`config.mk`:
```
export PLATFORM = sky130hd
export DESIGN_NAME = irq_gateway
export DESIGN_NICKNAME = d
export VERILOG_FILES = /design/src/rtl/irq_gateway_pkg.sv /design/src/rtl/irq_gateway_src.sv /design/src/rtl/irq_gateway.sv
export SDC_FILE = /design/constraint.sdc
export NUM_CORES = 1
export LEC_CHECK = 0
export BUFFER_PORTS_ARGS = -buffer_cell sky130_fd_sc_hd__buf_4
export CORE_AREA = 2 2 221 223
export DETAILED_ROUTE_END_ITERATION = 16
export DIE_AREA = 0 0 223 225
export PLACE_DENSITY = 0.68
export SYNTH_ARGS = -nofsm -noshare
export SYNTH_HDL_FRONTEND = slang
export SYNTH_SLANG_ARGS = --single-unit
```
`constraint.sdc`:
```
create_clock -name clk_i -period 6.4 [get_ports clk_i]
set_input_delay 0.64 -clock clk_i [delete_from_list [all_inputs] [get_ports clk_i]]
set_output_delay 0.64 -clock clk_i [all_outputs]
set_load 0.02 [all_outputs]
```
`src/rtl/irq_gateway_pkg.sv`:
```
// Shared types and constants for the interrupt gateway: per-source state
// encoding, register offsets and the byte-enable expansion helper.
package irq_gateway_pkg;

    typedef enum logic [1:0] {
        ST_IDLE  = 2'd0,
        ST_PEND  = 2'd1,
        ST_INSVC = 2'd2
    } src_state_e;

    localparam logic [1:0] REG_MODE  = 2'd0;
    localparam logic [1:0] REG_PEND  = 2'd1;
    localparam logic [1:0] REG_INSVC = 2'd2;
    localparam logic [1:0] REG_ZERO  = 2'd3;

    function automatic logic [31:0] be_mask(input logic [3:0] be);
        be_mask = {{8{be[3]}}, {8{be[2]}}, {8{be[1]}}, {8{be[0]}}};
    endfunction

endpackage

```
`src/rtl/irq_gateway_src.sv`:
```
// One interrupt source: level/edge qualification, saturating edge counter
// and the IDLE/PEND/INSVC service state machine.
module irq_gateway_src
    import irq_gateway_pkg::*;
#(
    parameter int MAX_PENDING = 15
) (
    input  logic clk_i,
    input  logic rst_ni,
    input  logic s_i,
    input  logic mode_i,
    input  logic mode_chg_i,
    input  logic claim_i,
    input  logic complete_i,
    output logic irq_req_o,
    output logic pend_o,
    output logic insvc_o
);

    localparam int CW = (MAX_PENDING < 1) ? 1 : $clog2(MAX_PENDING + 1);
    localparam logic [CW-1:0] CNT_MAX = CW'(MAX_PENDING);
    localparam logic [CW-1:0] CNT_ONE = CW'(1);

    src_state_e    state_q;
    logic [CW-1:0] cnt_q;
    logic          prev_q;
    logic          irq_q;

    logic          edge_s;
    logic          start_s;
    logic          resume_s;
    logic [CW-1:0] cnt_edge_s;

    // Edge qualification; an edge arriving with a completion is counted first.
    always_comb begin
        edge_s  = mode_i & s_i & ~prev_q;
        start_s = mode_i ? edge_s : s_i;
        if (edge_s && (state_q != ST_IDLE) && (cnt_q < CNT_MAX)) begin
            cnt_edge_s = cnt_q + CNT_ONE;
        end else begin
            cnt_edge_s = cnt_q;
        end
        resume_s = mode_i ? (cnt_edge_s != {CW{1'b0}}) : s_i;
    end

    // Service state machine, counter and registered request output.
    always_ff @(posedge clk_i or negedge rst_ni) begin
        if (!rst_ni) begin
            state_q <= ST_IDLE;
            cnt_q   <= {CW{1'b0}};
            prev_q  <= 1'b0;
            irq_q   <= 1'b0;
        end else begin
            prev_q <= s_i;
            cnt_q  <= mode_chg_i ? {CW{1'b0}} : cnt_edge_s;
            case (state_q)
                ST_IDLE: begin
                    if (start_s) begin
                        state_q <= ST_PEND;
                        irq_q   <= 1'b1;
                    end else begin
                        irq_q   <= 1'b0;
                    end
                end
                ST_PEND: begin
                    if (claim_i) begin
                        state_q <= ST_INSVC;
                        irq_q   <= 1'b0;
                    end else begin
                        irq_q   <= 1'b1;
                    end
                end
                ST_INSVC: begin
                    if (complete_i && resume_s) begin
                        state_q <= ST_PEND;
                        irq_q   <= 1'b1;
                        if (mode_i && !mode_chg_i) begin
                            cnt_q <= cnt_edge_s - CNT_ONE;
                        end
                    end else if (complete_i) begin
                        state_q <= ST_IDLE;
                        irq_q   <= 1'b0;
                    end else begin
                        irq_q   <= 1'b0;
                    end
                end
                default: begin
                    state_q <= ST_IDLE;
                    irq_q   <= 1'b0;
                end
            endcase
        end
    end

    assign irq_req_o = irq_q;
    assign pend_o    = (state_q == ST_PEND);
    assign insvc_o   = (state_q == ST_INSVC);

endmodule

```
`src/rtl/irq_gateway.sv`:
```
// Interrupt gateway top: input synchroniser, MODE/PEND/INSVC register file
// and claim/complete decode feeding one irq_gateway_src per source.
module irq_gateway
    import irq_gateway_pkg::*;
#(
    parameter int SOURCES     = 32,
    parameter int MAX_PENDING = 15,
    parameter int SYNC_STAGES = 2
) (
    input  logic               clk_i,
    input  logic               rst_ni,
    input  logic               req_i,
    input  logic [31:0]        addr_i,
    input  logic               we_i,
    input  logic [3:0]         be_i,
    input  logic [31:0]        wdata_i,
    output logic               rvalid_o,
    output logic [31:0]        rdata_o,
    input  logic [SOURCES-1:0] irq_sources_i,
    input  logic               claim_valid_i,
    input  logic [4:0]         claim_id_i,
    input  logic               complete_valid_i,
    input  logic [4:0]         complete_id_i,
    output logic [SOURCES-1:0] irq_req_o
);

    logic [SOURCES-1:0] s_s;
    logic [SOURCES-1:0] mode_q;
    logic [SOURCES-1:0] mode_d;
    logic [SOURCES-1:0] mode_chg_s;
    logic [SOURCES-1:0] pend_s;
    logic [SOURCES-1:0] insvc_s;
    logic [SOURCES-1:0] claim_s;
    logic [SOURCES-1:0] complete_s;
    logic [31:0]        mode_ext_s;
    logic [31:0]        pend_ext_s;
    logic [31:0]        insvc_ext_s;
    logic [31:0]        wr_mode_s;
    logic [31:0]        rdata_d;
    logic [31:0]        rdata_q;
    logic               rvalid_q;
    logic               mode_wr_s;
    logic               unused_s;

    generate
        if (SYNC_STAGES == 0) begin : g_bypass
            assign s_s = irq_sources_i;
        end else begin : g_sync
            logic [SOURCES-1:0] sync_q [SYNC_STAGES];

            // Synchroniser chain for the asynchronous device lines.
            always_ff @(posedge clk_i or negedge rst_ni) begin
                if (!rst_ni) begin
                    for (int k = 0; k < SYNC_STAGES; k++) begin
                        sync_q[k] <= {SOURCES{1'b0}};
                    end
                end else begin
                    sync_q[0] <= irq_sources_i;
                    for (int k = 1; k < SYNC_STAGES; k++) begin
                        sync_q[k] <= sync_q[k-1];
                    end
                end
            end

            assign s_s = sync_q[SYNC_STAGES-1];
        end
    endgenerate

    // Register-file decode: byte-masked MODE update and read mux.
    always_comb begin
        mode_ext_s                 = 32'h0;
        mode_ext_s[SOURCES-1:0]    = mode_q;
        pend_ext_s                 = 32'h0;
        pend_ext_s[SOURCES-1:0]    = pend_s;
        insvc_ext_s                = 32'h0;
        insvc_ext_s[SOURCES-1:0]   = insvc_s;
        wr_mode_s = (mode_ext_s & ~be_mask(be_i)) | (wdata_i & be_mask(be_i));
        mode_wr_s = req_i & we_i & (addr_i[3:2] == REG_MODE);
        if (mode_wr_s) begin
            mode_d = wr_mode_s[SOURCES-1:0];
        end else begin
            mode_d = mode_q;
        end
        if (req_i && !we_i) begin
            case (addr_i[3:2])
                REG_MODE:  rdata_d = mode_ext_s;
                REG_PEND:  rdata_d = pend_ext_s;
                REG_INSVC: rdata_d = insvc_ext_s;
                REG_ZERO:  rdata_d = 32'h0;
                default:   rdata_d = 32'h0;
            endcase
        end else begin
            rdata_d = 32'h0;
        end
    end

    assign mode_chg_s = mode_d ^ mode_q;
    assign unused_s   = ^{addr_i[31:4], addr_i[1:0]};

    // MODE register and the one-cycle bus response.
    always_ff @(posedge clk_i or negedge rst_ni) begin
        if (!rst_ni) begin
            mode_q   <= {SOURCES{1'b0}};
            rvalid_q <= 1'b0;
            rdata_q  <= 32'h0;
        end else begin
            mode_q   <= mode_d;
            rvalid_q <= req_i;
            rdata_q  <= rdata_d;
        end
    end

    assign rvalid_o = rvalid_q;
    assign rdata_o  = rdata_q;

    // Out-of-range IDs match no source index and are dropped here.
    for (genvar i = 0; i < SOURCES; i++) begin : g_src
        assign claim_s[i]    = claim_valid_i & (claim_id_i == 5'(i));
        assign complete_s[i] = complete_valid_i & (complete_id_i == 5'(i));

        irq_gateway_src #(
            .MAX_PENDING (MAX_PENDING)
        ) u_src (
            .clk_i      (clk_i),
            .rst_ni     (rst_ni),
            .s_i        (s_s[i]),
            .mode_i     (mode_q[i]),
            .mode_chg_i (mode_chg_s[i]),
            .claim_i    (claim_s[i]),
            .complete_i (complete_s[i]),
            .irq_req_o  (irq_req_o[i]),
            .pend_o     (pend_s[i]),
            .insvc_o    (insvc_s[i])
        );
    end

endmodule

```
==> metrics.md, run 1 <==
| Metric | Value |
|---|---|
| Sequential cell area | `9634 sq um` |
| Post-Place Worst Slack | `2.009 ns` |
| Worst stage delay on the critical path | `0.92 ns` |
| Cell type with the largest total area after synthesis | `dfrtp_1` |
| Routed length on met1 | `26800 um` |
| DR iter-0 viols | `1580` |
| Top area cells in the synthesized netlist | `dfrtp_1 (41%), ha_1 (5.1%), mux2_2 (3.9%)` |
| Library cells used by synthesis | `86` |
| Die Wd | `223 um` |
| Ys async rst share | `1.000` |
| Cell with the biggest individual delay on the critical path | `nor3_1` |
| Critical path peak fanout | `66` |
| Highest routing layer actually used | `met5` |
| Most used flip-flop cell after synthesis | `dfrtp_1` |
| Worst Max-Slew Pin Slew | `1.055 ns` |
| Startpoint of the lowest-slack register-to-register path | `mode_ext_s[15]` |
| Final slew viol count | `0` |
| GRT Resource Usage Total | `0.2423` |
| Final #Nets | `2784` |
| Syn_area_per_cell | `9.686 sq um` |
| Synth cell count leaders | `dfrtp_1 (385), nor2_1 (151), nand2_1 (129), nand2b_1 (128), a21oi_1 (115)` |
| Startpoint class of the critical path | `input pin` |
| P_leak | `11.17 nW` |
| Setup Total Neg Slack | `0 ns` |
| Fmax | `0.2642 GHz` |
| Gate count of the mapped netlist | `2449` |
| Summed instance area of the synthesized netlist | `23720 sq um` |
| Endpoint type of the worst setup path | `register` |
| Length of the first detailed-routing pass in iterations | `6` |
| Worst rel slew slack | `0.2915` |
| Area taken by multi-input logic gates | `13300 sq um` |
| CTS Hold Buffers Added | `0` |
| Cts repair resizes | `0` |
| Time the worst path needs with I/O delays and setup | `3.785 ns` |
| Starting density of the core | `0.4989` |
| Number of DRC violations after detailed routing | `0` |
| Total die area | `50180 sq um` |
| Die Span Y | `225 um` |
| Routability cong. | `0.8909` |
| Post-DR vias/cell | `6.171` |
| Buffer levels on the longest clock path | `3` |
| Final setup violating endpoints | `0` |
| Count of flip-flops with a built-in enable after synthesis | `0` |
| Max-Cap Viols | `0` |
| List of cells traversed by the critical path | `buf_4, nor3_1, nand2_1, mux2_2, ha_1, inv_1, nor4_2, or3b_1, nand3_1` |
| Wirelength per Cell | `19.05 um` |
| Fraction of final layout cells with drive strength greater than 1 | `0.1554` |
| Unrepaired setup endpoints after global routing | `no` |
| Depth of the worst register-to-register path | `9` |
| Final-layout fill cell count | `4078` |
| Hold violation count in the final report | `0` |
| Most used standard cell by instance count after synthesis | `dfrtp_1` |
| CTS tree | `yes` |
| Standard cell core area | `47550 sq um` |
| Peak VDD IR | `0.1943 mV` |
| Final HPWL from detailed placement | `42850 um` |
| Power density relative to cell area | `292.6 nW/um^2` |
| Portion of total power attributed to combinational logic | `0.274` |
| P_int | `5.138 mW` |
| Flop2flop setup slack | `3.24 ns` |
| Number of cell rows | `80` |
| Switching Power | `2.659 mW` |
| Detailed-routed wire length on met3 | `3223 um` |
| Drt total wl | `61290 um` |
| Total of flip-flops plus latches after synthesis | `385` |
| Endpoint required time on the critical path | `6.90 ns` |
| Source-to-sink clock delay at the later pin of the worst-skew pair | `0.58 ns` |
| Largest net degree at the start of global routing | `160` |
| Post CTS Setup Buffer Count | `0` |
| Worst r2r dst | `g_src[15].u_src.cnt_q[0]` |
| Portion of total power attributed to the clock network | `0.317` |
| Total number of vias | `19850` |
| Wire length of the first global-routing pass | `98330 um` |
| CTS Buf Count | `44` |
| Type of the most critical hold path | `in -> async` |
| Met2 wire length | `29330 um` |
| Worst Skew | `0.01365 ns` |
| Number of antenna violations at the first check in global routing | `3` |
| Count of port buffers added during placement | `150` |
| Clock root buffer | `clkbuf_16` |
| Maximum level of the CTS H-tree | `2` |
| Number of antenna-violating nets in the routed design | `0` |
| Switching power share of the total | `0.3410` |
| Part of the Yosys area used for sequential elements | `0.4061` |
| Outcome | `complete, no violations` |
| Nets in the synthesized netlist | `2661` |
| Setup CP Type | `in -> reg` |
| Leftover overflow at the end of global routing | `0` |
| Total number of clock tree sinks | `385` |
| Synth warnings | `0` |
| Growth of design area from synthesis to finish | `12.33%` |
| Area share of the leading cell type in the synthesized netlist | `0.4061` |
| PnR worst setup slack | `2.615 ns` |
| Period Utilization, post-route | `0.5914` |
| Io pins | `181` |
| Number of global-route vias before repair | `19000` |
| Clock edge transition at the registers on the reported setup and hold paths | `0.06 ns` |
| Crit path arrival time | `4.29 ns` |
| Power share of the sequential group | `0.409` |
## power by group through the flow
stage	combinational, mW	clock, mW	sequential [mW]
global route	2.39	2.62	3.25
finish	2.14	2.47	3.19
floorplan	1.65	0	3.09
CTS	2.13	2.53	3.18
global placement	2.04	0	3.20
detailed placement	2.11	0	3.22
## per-layer routing
metal,GRT usage,vias up
met2,0.4064,549
met5,0,-
li1,-,9441
met4,0.08184,2
met1,0.3177,9741
met3,0.04263,119
## cell type report
cell class,count,share of cell area
inverters,92,0.01296
clock inverters,6,0.003099
repair buffers,156,0.04517
flip-flops and latches,385,0.3616
multi-input cells,1893,0.4993
diodes,3,0.0002817
well taps,615,0.02888
clock buffers,67,0.04874
## placed cells by master, fill, tap and decap left out, drive strengths merged, types with 91 or more instances in the layout
cell and n:
nor2 151, buf 156, o21ai 105, nand3 95, ha 96, dfrtp 385
nand2b 128, nand2 129, mux2 91, inv 92, a21oi 116
## per-stage QoR
step,power (mW),hold WS [ns],area [sq um],instances,utilization
5_1_grt,8.256,0.04258,26640,3216,0.5604
3_3_place_gp,5.246,0.3314,25260,3141,0.5312
3_5_place_dp,5.335,0.3347,25260,3141,0.5312
4_1_cts,7.846,0.02623,26640,3214,0.5603
2_1_floorplan,4.740,0.3312,23720,2449,-
6_report,7.797,0.006097,26650,3217,0.5604
## logic make-up after synthesis
logic type / count (synthesis) / synth area share
XOR/XNOR: 39 / 0.01440
AO/OA/AOI/OAI: 606 / 0.1801
adder cells (fa/ha/maj): 96 / 0.05064
AND/OR/NAND/NOR: 989 / 0.2416
flip-flops: 385 / 0.4061
buffers and inverters: 171 / 0.03355
multiplexers: 163 / 0.07358
## how the worst max path moves through the flow
| stage | from | end | slack [ns] | cells after the start |
|---|---|---|---|---|
| after floorplan | addr_i[3] | g_src[25].u_src.cnt_q[3] | 3.60 | 9 |
| after global routing | addr_i[2] | g_src[25].u_src.cnt_q[3] | 2.53 | 9 |
| after detailed placement | addr_i[2] | g_src[19].u_src.cnt_q[3] | 2.01 | 9 |
| final | addr_i[2] | g_src[24].u_src.cnt_q[3] | 2.61 | 9 |
| after CTS | addr_i[2] | g_src[24].u_src.cnt_q[3] | 2.59 | 9 |
| after global placement | addr_i[2] | g_src[30].u_src.cnt_q[3] | 2.06 | 9 |
## critical path, delay by kind of cell
kind / cells / cell delay [ns]
muxes: 1 / 0.41
buffers and inverters: 2 / 0.43
adders and majority gates: 1 / 0.18
and+or+nand+nor: 5 / 2.61
## flip-flops by register name, indices dropped and copies added (netlist names)
| register | count |
|---|---|
| g_src.u_src.cnt_q | 128 |
| g_src.u_src.irq_req_o | 32 |
| g_src.u_src.prev_q | 32 |
| g_src.u_src.state_q | 64 |
| g_sync.sync_q | 32 |
| mode_ext_s | 32 |
| rdata_o | 32 |
| rvalid_o | 1 |
| s_s | 32 |
No activity file was read; power rests on OpenSTA's default activity.
==> inputs of run 2 (changes only) <==
- PLACE_DENSITY: 0.68 -> 0.71
- clock period: 6.4 -> 3.2 ns (I/O delays scaled with it)
==> metrics.md, run 2 (synthesized netlist as in run 1, its figures left out) <==
| Metric | Value |
|---|---|
| Die Span Y | `225 um (unchanged)` |
| Startpoint of the lowest-slack register-to-register path | `g_src[4].u_src.cnt_q[0]` |
| Worst rel slew slack | `0.2209 (-0.07053)` |
| Hold path startpoint | `wdata_i[14]` |
| CP bufs+invs | `0 (-2)` |
| Wire length of the first global-routing pass | `101500 um (+3.3%)` |
| Power density relative to cell area | `589.8 nW/um^2 (+100%)` |
| Maximum level of the CTS H-tree | `2 (unchanged)` |
| Number of global-route vias before repair | `20020 (+5.4%)` |
| Wirelength per Cell | `18.79 um (-1.4%)` |
| Drt total wl | `62420 um (+1.8%)` |
| Setup Total Neg Slack | `0 ns (unchanged)` |
| Worst stage delay on the critical path | `0.46 ns (-0.46 ns)` |
| CTS Buf Count | `44 (unchanged)` |
| DR iter-0 viols | `1635 (+3.5%)` |
| Total die area | `50180 sq um (unchanged)` |
| Largest net degree at the start of global routing | `84 (-48%)` |
| Hold violation count in the final report | `0 (unchanged)` |
| Fraction of final layout cells with drive strength greater than 1 | `0.1681 (+0.01264)` |
| Peak VDD IR | `0.4292 mV (+120%)` |
| Worst Max-Slew Pin Slew | `1.169 ns (+0.1139 ns)` |
| Leading cell types in the layout, fill and taps excluded | `dfrtp_1 (385), buf_4 (186), nor2_1 (151), nand2_1 (129), nand2b_1 (127)` |
| Growth of design area from synthesis to finish | `17.16%` |
| Crit. Startpoint | `g_src[4].u_src.cnt_q[0]` |
| Number of cell rows | `80 (unchanged)` |
| Time the worst path needs with I/O delays and setup | `3.037 ns` |
| Standard cell core area | `47550 sq um (unchanged)` |
| Cell repeated most along the worst path | `ha_1` |
| Count of port buffers added during placement | `150 (unchanged)` |
| Starting density of the core | `0.4989 (unchanged)` |
| Met3 layer usage reported by global route | `0.03963 (-0.002999)` |
| Buffer levels on the longest clock path | `3 (unchanged)` |
| Length of the first detailed-routing pass in iterations | `6 (unchanged)` |
| Crit path arrival time | `3.50 ns (-0.79 ns)` |
| Critical path peak fanout | `6 (-91%)` |
| Setup CP Type | `reg -> reg` |
| Startpoint class of the critical path | `register` |
| Io pins | `181 (unchanged)` |
| Unrepaired setup endpoints after global routing | `no` |
| Layer with the highest usage | `met2` |
| Commonest non-fill, non-tap cell in the layout | `dfrtp_1` |
| Endpoint type of the worst setup path | `register` |
| Source-to-sink clock delay at the later pin of the worst-skew pair | `0.58 ns (about the same)` |
| Final #Nets | `2880 (+3.4%)` |
| GR Util met2 | `0.4202 (+0.01381)` |
| Clock root buffer | `clkbuf_16` |
| Final setup violating endpoints | `0 (unchanged)` |
| Number of antenna-violating nets in the routed design | `0 (unchanged)` |
| Worst Skew | `0.01854 ns (+0.004882 ns)` |
| GRT Resource Usage Total | `0.2488 (+0.006541)` |
| Largest registers ranked by flip-flop count | `g_src.u_src.cnt_q x128, g_src.u_src.state_q x64` |
| Final slew viol count | `0 (unchanged)` |
| Number of antenna violations at the first check in global routing | `6 (+3)` |
| Endpoint required time on the critical path | `3.66 ns (-3.24 ns)` |
| Cell with the biggest individual delay on the critical path | `or4b_1` |
| Clock edge transition at the registers on the reported setup and hold paths | `0.06 ns (about the same)` |
| Register with the most flip-flops | `g_src.u_src.cnt_q` |
| P_leak | `11.70 nW (+4.8%)` |
| CTS tree | `yes` |
| Final Hold Slack | `0.02658 ns (+0.02048 ns)` |
| List of cells traversed by the critical path | `ha_1, and3_1, nor3_1, mux2i_1, ha_1, and3b_1, or4b_1, nand4_1, mux2_2` |
| Total number of clock tree sinks | `385 (unchanged)` |
| Family with the most delay on the worst path | `simple AND/OR/NAND/NOR gates` |
| Die Wd | `223 um (unchanged)` |
| Type of the most critical hold path | `in -> reg` |
| Fraction of met1 tracks used by global routing | `0.3184 (+0.0006193)` |
| Period Utilization, post-route | `0.9489` |
| Post-DR vias/cell | `6.135 (-0.59%)` |
| Flip-flop count of the largest register after layout | `128 (unchanged)` |
| Number of DRC violations after detailed routing | `0 (unchanged)` |
| Final HPWL from detailed placement | `44460 um (+3.8%)` |
| Outcome | `complete, no violations` |
| Max-Cap Viols | `0 (unchanged)` |
| Fmax | `0.3293 GHz` |
| Total number of vias | `20380 (+2.7%)` |
| Routability cong. | `0.9071 (+1.8%)` |
| Leftover overflow at the end of global routing | `0 (unchanged)` |
## run 2: metal layers
metal / vias up / routed length, um
li1: 9648 / -
met1: 10000 / 26180
met2: 588 / 30170
met3: 139 / 3671
met4: 2 / 2390
met5: - / 13
## run 2: final timing paths
check / to / depth (start not counted) / slack [ns]
worst max register to register: g_src[4].u_src.cnt_q[0] / 9 / 0.16
worst min-delay path: mode_ext_s[14] / 2 / 0.03
worst min register to register: s_s[30] / 0 / 0.34
max in group asynchronous: g_src[25].u_src.cnt_q[3] / 3 / 1.95
worst max-delay path: g_src[4].u_src.cnt_q[0] / 9 / 0.16
min in group asynchronous: g_src[11].u_src.cnt_q[0] / 2 / 0.33
## run 2: what timing repair did
| action | 4_1_cts | 5_1_grt |
|---|---|---|
| hold buffers | 61 | 0 |
| gates resized for setup | 0 | 7 |
| endpoints found under the setup margin | 0 | 9 |
| setup buffers | 0 | 1 |
| hold endpoints to repair | 132 | 0 |
## run 2: power by group
| group | internal, mW | switching [mW] |
|---|---|---|
| clock | 3.45 | 2.11 |
| sequential | 5.51 | 0.842 |
| combinational | 1.96 | 2.53 |
## run 2: final cells by class
| type | count | area, sq um |
|---|---|---|
| well taps | 615 | 769.5 |
| multi-input cells | 1893 | 13350 |
| flip-flops and latches | 385 | 9634 |
| fillers | 3943 | 19750 |
| diodes | 6 | 15.01 |
| clock inverters | 20 | 341.6 |
| inverters | 92 | 345.3 |
| clock buffers | 59 | 1239 |
| repair buffers | 252 | 2102 |
## run 2: worst register-to-register path, stage by stage, from the launching register on
cell and delay [ns]:
dfrtp_1 0.44, ha_1 0.25, and3_1 0.22, nor3_1 0.29
mux2i_1 0.28, ha_1 0.21, and3b_1 0.17, or4b_1 0.46
nand4_1 0.24, mux2_2 0.36
## run 2: through the flow
stage	util	power, mW	area (sq um)	setup WS, ns	std cells
final	0.5845	16.39	27790	0.1634	3322
after global routing	0.5845	17.31	27790	0.0008691	3321
after CTS	0.5830	16.48	27720	0.06521	3315
after detailed placement	0.5369	10.78	25530	0.08995	3175
after global placement	0.5369	10.57	25530	0.2043	3175
after floorplan	-	9.481	23720	0.4041	2449
==> inputs of run 3 (changes only) <==
- RECOVER_POWER: default -> 100
==> metrics.md, run 3 (synthesized netlist as in run 1, its figures left out) <==
| Metric | Value |
|---|---|
| P_leak | `11.38 nW (-2.7%)` |
| Register with the most flip-flops | `g_src.u_src.cnt_q` |
| Fmax | `0.3300 GHz (+0.22%)` |
| Power density relative to cell area | `590.2 nW/um^2 (about the same)` |
| Final slew viol count | `109 (+109)` |
| Unrepaired setup endpoints after global routing | `no` |
| Violated checks | `capacitance limit, slew limit` |
| Setup CP Type | `reg -> reg` |
| Clock root buffer | `clkbuf_16` |
| Number of cell rows | `80 (unchanged)` |
| Worst stage delay on the critical path | `0.46 ns (about the same)` |
| Post-DR vias/cell | `6.143 (+0.13%)` |
| Peak VDD IR | `0.4075 mV (-5.1%)` |
| Total number of vias | `20410 (+0.13%)` |
| GR Util met2 | `0.4202 (unchanged)` |
| Leading cell types in the layout, fill and taps excluded | `dfrtp_1 (385), nor2_1 (151), nand2_1 (129), nand2b_1 (128), a21oi_1 (115)` |
| Commonest non-fill, non-tap cell in the layout | `dfrtp_1` |
| Worst Max-Slew Pin Slew | `2.180 ns (+1.012 ns)` |
| Number of antenna violations at the first check in global routing | `7 (+1)` |
| List of cells traversed by the critical path | `ha_1, and3_1, nor3_1, mux2i_1, ha_1, and3b_1, or4b_1, nand4_1, mux2_2` |
| Total die area | `50180 sq um (unchanged)` |
| Startpoint class of the critical path | `register` |
| Leftover overflow at the end of global routing | `0 (unchanged)` |
| Total number of clock tree sinks | `385 (unchanged)` |
| Type of the most critical hold path | `in -> reg` |
| Post-layout util | `0.5767 (-0.007868)` |
| Io pins | `181 (unchanged)` |
| Endpoint required time on the critical path | `3.66 ns (about the same)` |
| Die Wd | `223 um (unchanged)` |
| CTS Buf Count | `44 (unchanged)` |
| Number of antenna-violating nets in the routed design | `0 (unchanged)` |
| Worst rel slew slack | `-0.4536 (-0.6746)` |
| Post-Place Worst Slack | `0.08995 ns (unchanged)` |
| Routability cong. | `0.9071 (unchanged)` |
| Critical path peak fanout | `6 (unchanged)` |
| Cell with the biggest individual delay on the critical path | `or4b_1` |
| Flip-flop count of the largest register after layout | `128 (unchanged)` |
| Number of global-route vias before repair | `20020 (unchanged)` |
| Layer with the highest usage | `met2` |
| Clock edge transition at the registers on the reported setup and hold paths | `0.06 ns (about the same)` |
| Final standard cell count with taps included and fillers excluded | `3322 (unchanged)` |
| Maximum level of the CTS H-tree | `2 (unchanged)` |
| Final setup violating endpoints | `0 (unchanged)` |
| DP Cell Count | `3175 (unchanged)` |
| Period Utilization, post-route | `0.9469 (-0.002052)` |
| Die Span Y | `225 um (unchanged)` |
| Hold violation count in the final report | `0 (unchanged)` |
| Met3 layer usage reported by global route | `0.03963 (unchanged)` |
| PnR worst setup slack | `0.1700 ns (+0.006565 ns)` |
| Wirelength per Cell | `18.82 um (+0.15%)` |
| Wire length of the first global-routing pass | `101500 um (unchanged)` |
| Dpl cell area | `25530 sq um (unchanged)` |
| DR iter-0 viols | `1560 (-4.6%)` |
| Count of port buffers added during placement | `150 (unchanged)` |
| GRT Resource Usage Total | `0.2488 (unchanged)` |
| Starting density of the core | `0.4989 (unchanged)` |
| Cell repeated most along the worst path | `ha_1` |
| Source-to-sink clock delay at the later pin of the worst-skew pair | `0.58 ns (about the same)` |
| Drt total wl | `62520 um (+0.15%)` |
| Time the worst path needs with I/O delays and setup | `3.030 ns (-0.006565 ns)` |
| Largest registers ranked by flip-flop count | `g_src.u_src.cnt_q x128, g_src.u_src.state_q x64` |
| Largest net degree at the start of global routing | `84 (unchanged)` |
| Crit path arrival time | `3.49 ns (about the same)` |
| Fraction of final layout cells with drive strength greater than 1 | `0.1259 (-0.04221)` |
| Setup Total Neg Slack | `0 ns (unchanged)` |
| Standard cell core area | `47550 sq um (unchanged)` |
| Worst Skew | `0.01625 ns (-0.002285 ns)` |
| Number of DRC violations after detailed routing | `0 (unchanged)` |
| Buffer levels on the longest clock path | `3 (unchanged)` |
| Final #Nets | `2880 (unchanged)` |
| Summed area of non-filler cells in the final layout | `27420 sq um (-1.3%)` |
| Outcome | `complete, but fails checks` |
| Max-Cap Viols | `2 (+2)` |
| Growth of design area from synthesis to finish | `15.58%` |
| CTS tree | `yes` |
| Length of the first detailed-routing pass in iterations | `5 (-1)` |
| Fraction of met1 tracks used by global routing | `0.3184 (unchanged)` |
| Final HPWL from detailed placement | `44460 um (unchanged)` |
| Endpoint type of the worst setup path | `register` |
==> run 3: stage by stage <==
stage | total power [mW] | hold slack, ns
3_3_place_gp | 10.57 | 0.3316
3_5_place_dp | 10.78 | 0.3347
2_1_floorplan | 9.481 | 0.02441
6_report | 16.18 | 0.02059
5_1_grt | 17.09 | 0.006964
4_1_cts | 16.48 | 0.002866
==> run 3: where the power goes <==
part	switching, mW	leakage [nW]	internal (mW)	total (mW)
Sequential	0.838	4.83	5.51	6.35
Combinational	2.52	5.78	1.75	4.27
Clock	2.12	0.771	3.45	5.56
Total	5.48	11.4	10.7	16.2
==> run 3: path summary, 6_finish.rpt <==
check / start / to / slack, ns / cells past startpoint
max: g_src[4].u_src.cnt_q[0] / g_src[4].u_src.cnt_q[0] / 0.17 / 9
min: wdata_i[4] / mode_ext_s[4] / 0.02 / 2
max reg2reg: g_src[4].u_src.cnt_q[0] / g_src[4].u_src.cnt_q[0] / 0.17 / 9
min reg2reg: g_sync.sync_q[62] / s_s[30] / 0.34 / 0
max in group asynchronous: rst_ni / g_src[25].u_src.cnt_q[3] / 0.65 / 3
min in group asynchronous: rst_ni / g_src[11].u_src.cnt_q[0] / 0.88 / 2
==> run 3: layer usage <==
layer	wire [um]	part of all wire	vias up
li1	-	-	9649
met1	26160	0.42	10000
met2	30170	0.48	613
met3	3809	0.061	143
met4	2370	0.038	2
met5	13	0.00021	-
==> run 3: critical path: cells and delay by family (launching register included) <==
family / cells / cell delay (ns)
simple gates: 5 / 1.37
flops: 1 / 0.44
mux: 2 / 0.64
fa+ha+maj: 2 / 0.46
==> run 3: layout make-up <==
| type | instances | area [sq um] |
|---|---|---|
| well taps | 615 | 769.5 |
| clock buffers | 59 | 1239 |
| flip-flops and latches | 385 | 9634 |
| diodes | 6 | 15.01 |
| repair buffers | 252 | 1769 |
| clock inverters | 20 | 341.6 |
| multi-input cells | 1893 | 13300 |
| fillers | 4041 | 20130 |
| inverters | 92 | 345.3 |
==> run 3: repair_timing <==
action	CTS	global route
hold endpoints to repair	132	0
hold buffers	61	0
setup endpoints to repair	0	9
buffers inserted	0	1
resized for setup	0	7
